==> src/rtl/dfr_readout.sv <==
// DFR readout layer: per-node weighted sum over a frame, scaled and emitted once per frame.
// Optional DFR_READOUT_SAT_EN clamps the scaled result to the signed DATA_WIDTH range.
module dfr_readout #(
    parameter int VIRTUAL_NODES = 10,
    parameter int DATA_WIDTH    = 32,
    parameter int WEIGHT_WIDTH  = 16,
    parameter int ACC_WIDTH     = 64,
    parameter int OUT_SHIFT     = 12,
    localparam int AW = $clog2(VIRTUAL_NODES)
) (
    input  logic                    clk,
    input  logic                    rst,
    input  logic                    clear,
    input  logic                    sample_valid,
    input  logic [DATA_WIDTH-1:0]   din,
    input  logic                    w_wr_en,
    input  logic [AW-1:0]           w_addr,
    input  logic [WEIGHT_WIDTH-1:0] w_data,
    output logic [DATA_WIDTH-1:0]   dout,
    output logic                    out_valid,
    output logic                    busy,
    output logic [AW-1:0]           node_idx
);

    localparam int PW = DATA_WIDTH + 1 + WEIGHT_WIDTH;
    localparam logic [AW:0] NODES = (AW+1)'(VIRTUAL_NODES);
    localparam logic [AW-1:0] LAST_IDX = AW'(VIRTUAL_NODES - 1);

    typedef enum logic [1:0] {IDLE, ACCUM, FLUSH} state_t;

    state_t state, state_n;

    logic signed [WEIGHT_WIDTH-1:0] weight [VIRTUAL_NODES];

    logic                 accept;
    logic                 last_node;
    logic signed [PW-1:0] prod_c;

    logic                 p1_valid, p1_first, p1_last;
    logic signed [PW-1:0] p1_prod;

    logic                        p2_valid, p2_last;
    logic signed [ACC_WIDTH-1:0] acc;
    logic signed [ACC_WIDTH-1:0] shifted;
    logic [DATA_WIDTH-1:0]       result;

    assign accept    = sample_valid & ~clear;
    assign last_node = (node_idx == LAST_IDX);
    assign prod_c    = $signed({1'b0, din}) * weight[node_idx];
    assign busy      = (state != IDLE) | p1_valid | p2_valid;

    // Weight file is deliberately not reset; reads see the pre-write value.
    always_ff @(posedge clk) begin
        if (w_wr_en && ({1'b0, w_addr} < NODES))
            weight[w_addr] <= w_data;
    end

    always_ff @(posedge clk or negedge rst) begin
        if (!rst) state <= IDLE;
        else      state <= state_n;
    end

    always_comb begin
        state_n = state;
        if (clear) begin
            state_n = IDLE;
        end else if (accept) begin
            state_n = last_node ? FLUSH : ACCUM;
        end else begin
            case (state)
                FLUSH:   if (p1_valid && p1_last) state_n = IDLE;
                default: state_n = state;
            endcase
        end
    end

    always_ff @(posedge clk or negedge rst) begin
        if (!rst) begin
            node_idx <= '0;
            p1_valid <= 1'b0;
            p1_first <= 1'b0;
            p1_last  <= 1'b0;
            p1_prod  <= '0;
        end else begin
            p1_valid <= accept;
            if (clear)
                node_idx <= '0;
            else if (accept) begin
                node_idx <= last_node ? '0 : node_idx + 1'b1;
                p1_first <= (node_idx == '0);
                p1_last  <= last_node;
                p1_prod  <= prod_c;
            end
        end
    end

    always_ff @(posedge clk or negedge rst) begin
        if (!rst) begin
            acc      <= '0;
            p2_valid <= 1'b0;
            p2_last  <= 1'b0;
        end else begin
            p2_valid <= p1_valid & ~clear;
            p2_last  <= p1_last;
            if (p1_valid && !clear)
                acc <= p1_first ? ACC_WIDTH'(p1_prod)
                                : acc + ACC_WIDTH'(p1_prod);
        end
    end

    assign shifted = acc >>> OUT_SHIFT;

`ifdef DFR_READOUT_SAT_EN
    localparam logic signed [ACC_WIDTH-1:0] MAX_V =
        {{(ACC_WIDTH-DATA_WIDTH+1){1'b0}}, {(DATA_WIDTH-1){1'b1}}};
    localparam logic signed [ACC_WIDTH-1:0] MIN_V = ~MAX_V;

    always_comb begin
        result = shifted[DATA_WIDTH-1:0];
        if (shifted > MAX_V)
            result = {1'b0, {(DATA_WIDTH-1){1'b1}}};
        else if (shifted < MIN_V)
            result = {1'b1, {(DATA_WIDTH-1){1'b0}}};
    end
`else
    assign result = shifted[DATA_WIDTH-1:0];
`endif

    always_ff @(posedge clk or negedge rst) begin
        if (!rst) begin
            dout      <= '0;
            out_valid <= 1'b0;
        end else begin
            out_valid <= p2_valid & p2_last & ~clear;
            if (p2_valid && p2_last && !clear)
                dout <= result;
        end
    end

endmodule

==> config.mk <==
export PLATFORM = sky130hd
export DESIGN_NAME = dfr_readout
export DESIGN_NICKNAME = d
export VERILOG_FILES = /design/src/rtl/dfr_readout.sv
export SDC_FILE = /design/constraint.sdc
export NUM_CORES = 2
export LEC_CHECK = 0
export CAP_MARGIN = 10
export CORE_ASPECT_RATIO = 1.5
export CORE_MARGIN = 4
export CORE_UTILIZATION = 69
export CTS_CLUSTER_DIAMETER = 80
export CTS_CLUSTER_SIZE = 8
export DETAILED_ROUTE_END_ITERATION = 10
export PLACE_DENSITY = 0.86
export SYNTH_ARGS = -nofsm -noshare
export SYNTH_HDL_FRONTEND = slang
export SYNTH_SLANG_ARGS = --single-unit
==> constraint.sdc <==
create_clock -name clk -period 16.9 [get_ports clk]
set_clock_uncertainty 0.2 [all_clocks]
set_input_delay 4.225 -clock clk [delete_from_list [all_inputs] [get_ports clk]]
set_output_delay 4.225 -clock clk [all_outputs]
set_load 0.02 [all_outputs]
==> flow_summary_export.csv <==
group,metric,value,unit
die,core,42200,um^2
job,maxCapViolations,0,
yosys,synthArstFlopShare,45.2,%
sta,setup_viol,0,
hold_path,whs_path_depth,0,
global_route,gr-total-overflow,0,
finish,area_growth,8.88,%
finish,design_area,32300,um^2
hold_path,hold_path.class,"reg2reg",
yosys,synth-warning-count,0,
yosys,synth_nets,3683,
clock_network,postCtsResizedCells,0,
global_route,grtUsageMet2,61.8,%
placed_design,port_buffers,94,
clock_network,clk_pin_slew_worst_paths,0.05,ns
routing,drtAntennaViolNets,0,
clock_network,cts_max_level,2,
sta,worst_pin_slew,1.20,ns
yosys,synth-seq-cells,292,
sta,setup_tns,0,ns
critical_path,start_kind,"input pin",
global_route,met1_usage,36.5,%
yosys,ys_seq_area_share,27.3,%
die,fp-row-count,92,
critical_path,worstPathRequired,17.11,ns
yosys,synth-edff-count,160,
sta,drv_slew,0,
routing,remaining_drc_errors,0,
placed_design,gp_congestion,0.923,
sta,max_freq,0.0901,GHz
global_route,grt_util_met3,4.65,%
sta,final-hold-violation-count,0,
critical_path,r2r_start,"node_idx[0]$_DFFE_PN0N_",
placed_design,hpwl,55200,um
yosys,syn_area_per_cell,9.76,um^2
global_route,grt_pass1_vias,24000,
critical_path,r2r_end,"p1_prod[37]$_DFFE_PN0P_",
critical_path,cp-end-kind,"flop",
die,die_y,262,um
clock_network,clockBufferDepth,3,
yosys,synth_cell_types,72,
clock_network,cts-root-buf,"clkbuf_16",
sta,rsz0062_at_grt,"false",
placed_design,place_area,31100,um^2
sta,finalCritPeriodShare,65.7,%
status,outcome,"finished, final reports clean",
yosys,syn_area,29700,um^2
die,ios,95,
sta,slew_headroom,20.0,%
yosys,synthCells,3039,
clock_network,cts_buffers,42,
critical_path,r2r_cells,26,
sta,min_period,11.10,ns
global_route,antenna_found_initial,0,
clock_network,cts.sinks,292,
yosys,synth_ff_type,"edfxtp_1",
finish,n_antenna_cell,0,
die,die_area,46400,um^2
finish,final_nets,3700,
routing,finalWirelength,75000,um
routing,vias,22000,
critical_path,path_class,"in2reg",
routing,via_per_inst,6.05,
clock_network,holdBufCountCts,0,
clock_network,cts_tree,"yes",
hold_path,worstHoldEndpoint,"p2_last$_DFF_PN0_",
critical_path,rrSetupSlack,7.64,ns
sta,hold-worst-slack,0.221,ns
clock_network,clk_latency,0.55,ns
die,initial_core_util,70.2,%
global_route,grt_pass1_wl,123000,um
routing,dr.first_iter.drc_count,1420,
die,die_w,177,um
finish,layout-drive-gt1-share,5.14,%
critical_path,crit_arrival,11.31,ns
routing,first_pass_iters,7,
critical_path,crit_fanout,16,
global_route,grt.busiest_layer,"met2",
global_route,grt_usage,33.8,%
hold_path,hold_path.startpoint,"p1_last$_DFFE_PN0P_",
routing,wl_per_cell,20.6,um
clock_network,post_cts_buffers,0,
global_route,grt_max_degree,81,
critical path, cell delays in order:
cell and delay, ns:
clkdlybuf4s50_1 0.81, and2_1 0.36, fa_1 0.53, inv_1 0.05
fa_1 0.47, fa_1 0.51, inv_1 0.05, fa_1 0.48
fa_1 0.51, inv_1 0.08, fa_1 0.49, inv_1 0.06
ha_1 0.36, a21oi_1 0.23, a21oi_1 0.11, a211oi_1 0.30
a21oi_1 0.14, o21ai_0 0.36, o21ai_0 0.28, o31a_1 0.36
a21oi_1 0.22, xor2_1 0.20, o21ai_0 0.10
cell usage in the layout (no fill, tap or decap), types with 4 or more instances in the layout:
| cell | Yosys | layout |
|---|---|---|
| buf_4 | 3 | 22 |
| clkbuf_16 | 0 | 43 |
| nand4_1 | 10 | 10 |
| mux4_2 | 32 | 32 |
| o31ai_1 | 4 | 4 |
| nor2_2 | 0 | 7 |
| o21ai_0 | 116 | 116 |
| nand3_1 | 21 | 21 |
| fa_1 | 415 | 415 |
| ha_1 | 172 | 172 |
| clkdlybuf4s50_1 | 0 | 93 |
| nand2b_1 | 11 | 9 |
| or2_2 | 9 | 9 |
| o21bai_1 | 15 | 15 |
| a21oi_1 | 135 | 120 |
| o21ai_1 | 4 | 4 |
| or3_1 | 4 | 4 |
| nand2_1 | 500 | 500 |
| inv_1 | 528 | 528 |
| dfrtp_1 | 132 | 130 |
| and3_1 | 10 | 10 |
| o21a_1 | 12 | 12 |
| and2_1 | 221 | 221 |
| edfxtp_1 | 160 | 160 |
| clkbuf_1 | 114 | 14 |
| a21o_1 | 39 | 39 |
| xor2_1 | 33 | 33 |
| nor3_1 | 19 | 16 |
| nor2b_1 | 22 | 22 |
| a21oi_4 | 0 | 9 |
| a211oi_1 | 28 | 28 |
| xnor2_1 | 42 | 42 |
| a31oi_1 | 17 | 17 |
| a21oi_2 | 1 | 7 |
| o211ai_1 | 7 | 7 |
| nor2_1 | 101 | 94 |
| mux2i_1 | 20 | 20 |
| nand3b_1 | 4 | 4 |
sequential cells by signal, summed over array words and instances (netlist names):
register and flops:
weight 160, acc 44, p1_prod 44, dout 32, node_idx 4, state 2
out_valid 1, p1_first 1, p1_last 1, p1_valid 1, p2_last 1, p2_valid 1
how the worst max path moves through the flow:
stage	start	cells after the start	to	slack, ns
after floorplan	din[7]	24	p1_prod[40]$_DFFE_PN0P_	6.68
after global placement	din[7]	23	p1_prod[43]$_DFFE_PN0P_	5.52
after detailed placement	din[12]	22	p1_prod[43]$_DFFE_PN0P_	5.35
after CTS	din[12]	22	p1_prod[43]$_DFFE_PN0P_	5.88
after global routing	din[8]	22	p1_prod[37]$_DFFE_PN0P_	5.54
final	din[11]	23	p1_prod[37]$_DFFE_PN0P_	5.80
layer usage:
layer | up-vias | routed length [um]
li1 | 9634 | -
met1 | 10900 | 24000
met2 | 1019 | 40500
met3 | 386 | 4380
met4 | 0 | 6100
met5 | - | 0
through the flow:
stage	cells	worst slack, ns	util, %
global placement	3575	5.52	73.6
finish	3637	5.80	76.4
detailed placement	3575	5.35	73.6
global route	3637	5.54	76.4
CTS	3636	5.88	76.4
floorplan	3039	6.68	-
Yosys cell counts (11+ instances only):
library cell,count,area [um^2]
o21ai_0,116,581
o21a_1,12,90.1
nor3_1,19,95.1
o21bai_1,15,113
edfxtp_1,160,4800
inv_1,528,1980
xor2_1,33,289
nor2_1,101,379
nand2b_1,11,68.8
and2_1,221,1380
a21oi_1,135,676
nand3_1,21,105
nand2_1,500,1880
buf_2,22,110
ha_1,172,2150
fa_1,415,8310
a21o_1,39,293
mux2i_1,20,200
dfrtp_1,132,3300
a211oi_1,28,210
clkbuf_1,114,428
nor2b_1,22,138
mux4_2,32,721
xnor2_1,42,368
a31oi_1,17,106
layout make-up:
type,count,area [um^2]
fill,2756,9960
timing repair buffer,117,1120
multi-input combinational,2075,19200
sequential,292,8110
inverter,528,1980
clock inverter,3,53.8
tap,564,706
clock buffer,58,1140
cell families (layout without fill, tap and decap cells):
family | Yosys count | count (layout) | synth area share [%]
xor gates and xnor gates | 75 | 75 | 2.22
DFF | 292 | 292 | 27.3
muxes | 55 | 55 | 3.22
AOI/OAI and AO/OA | 415 | 415 | 8.57
buffers and inverters | 672 | 706 | 8.64
and+or+nand+nor | 943 | 943 | 14.7
adders and majority gates | 587 | 587 | 35.3
Power is not shown: default switching activity piles up to over one toggle a cycle in this logic, so the estimate is an artifact.
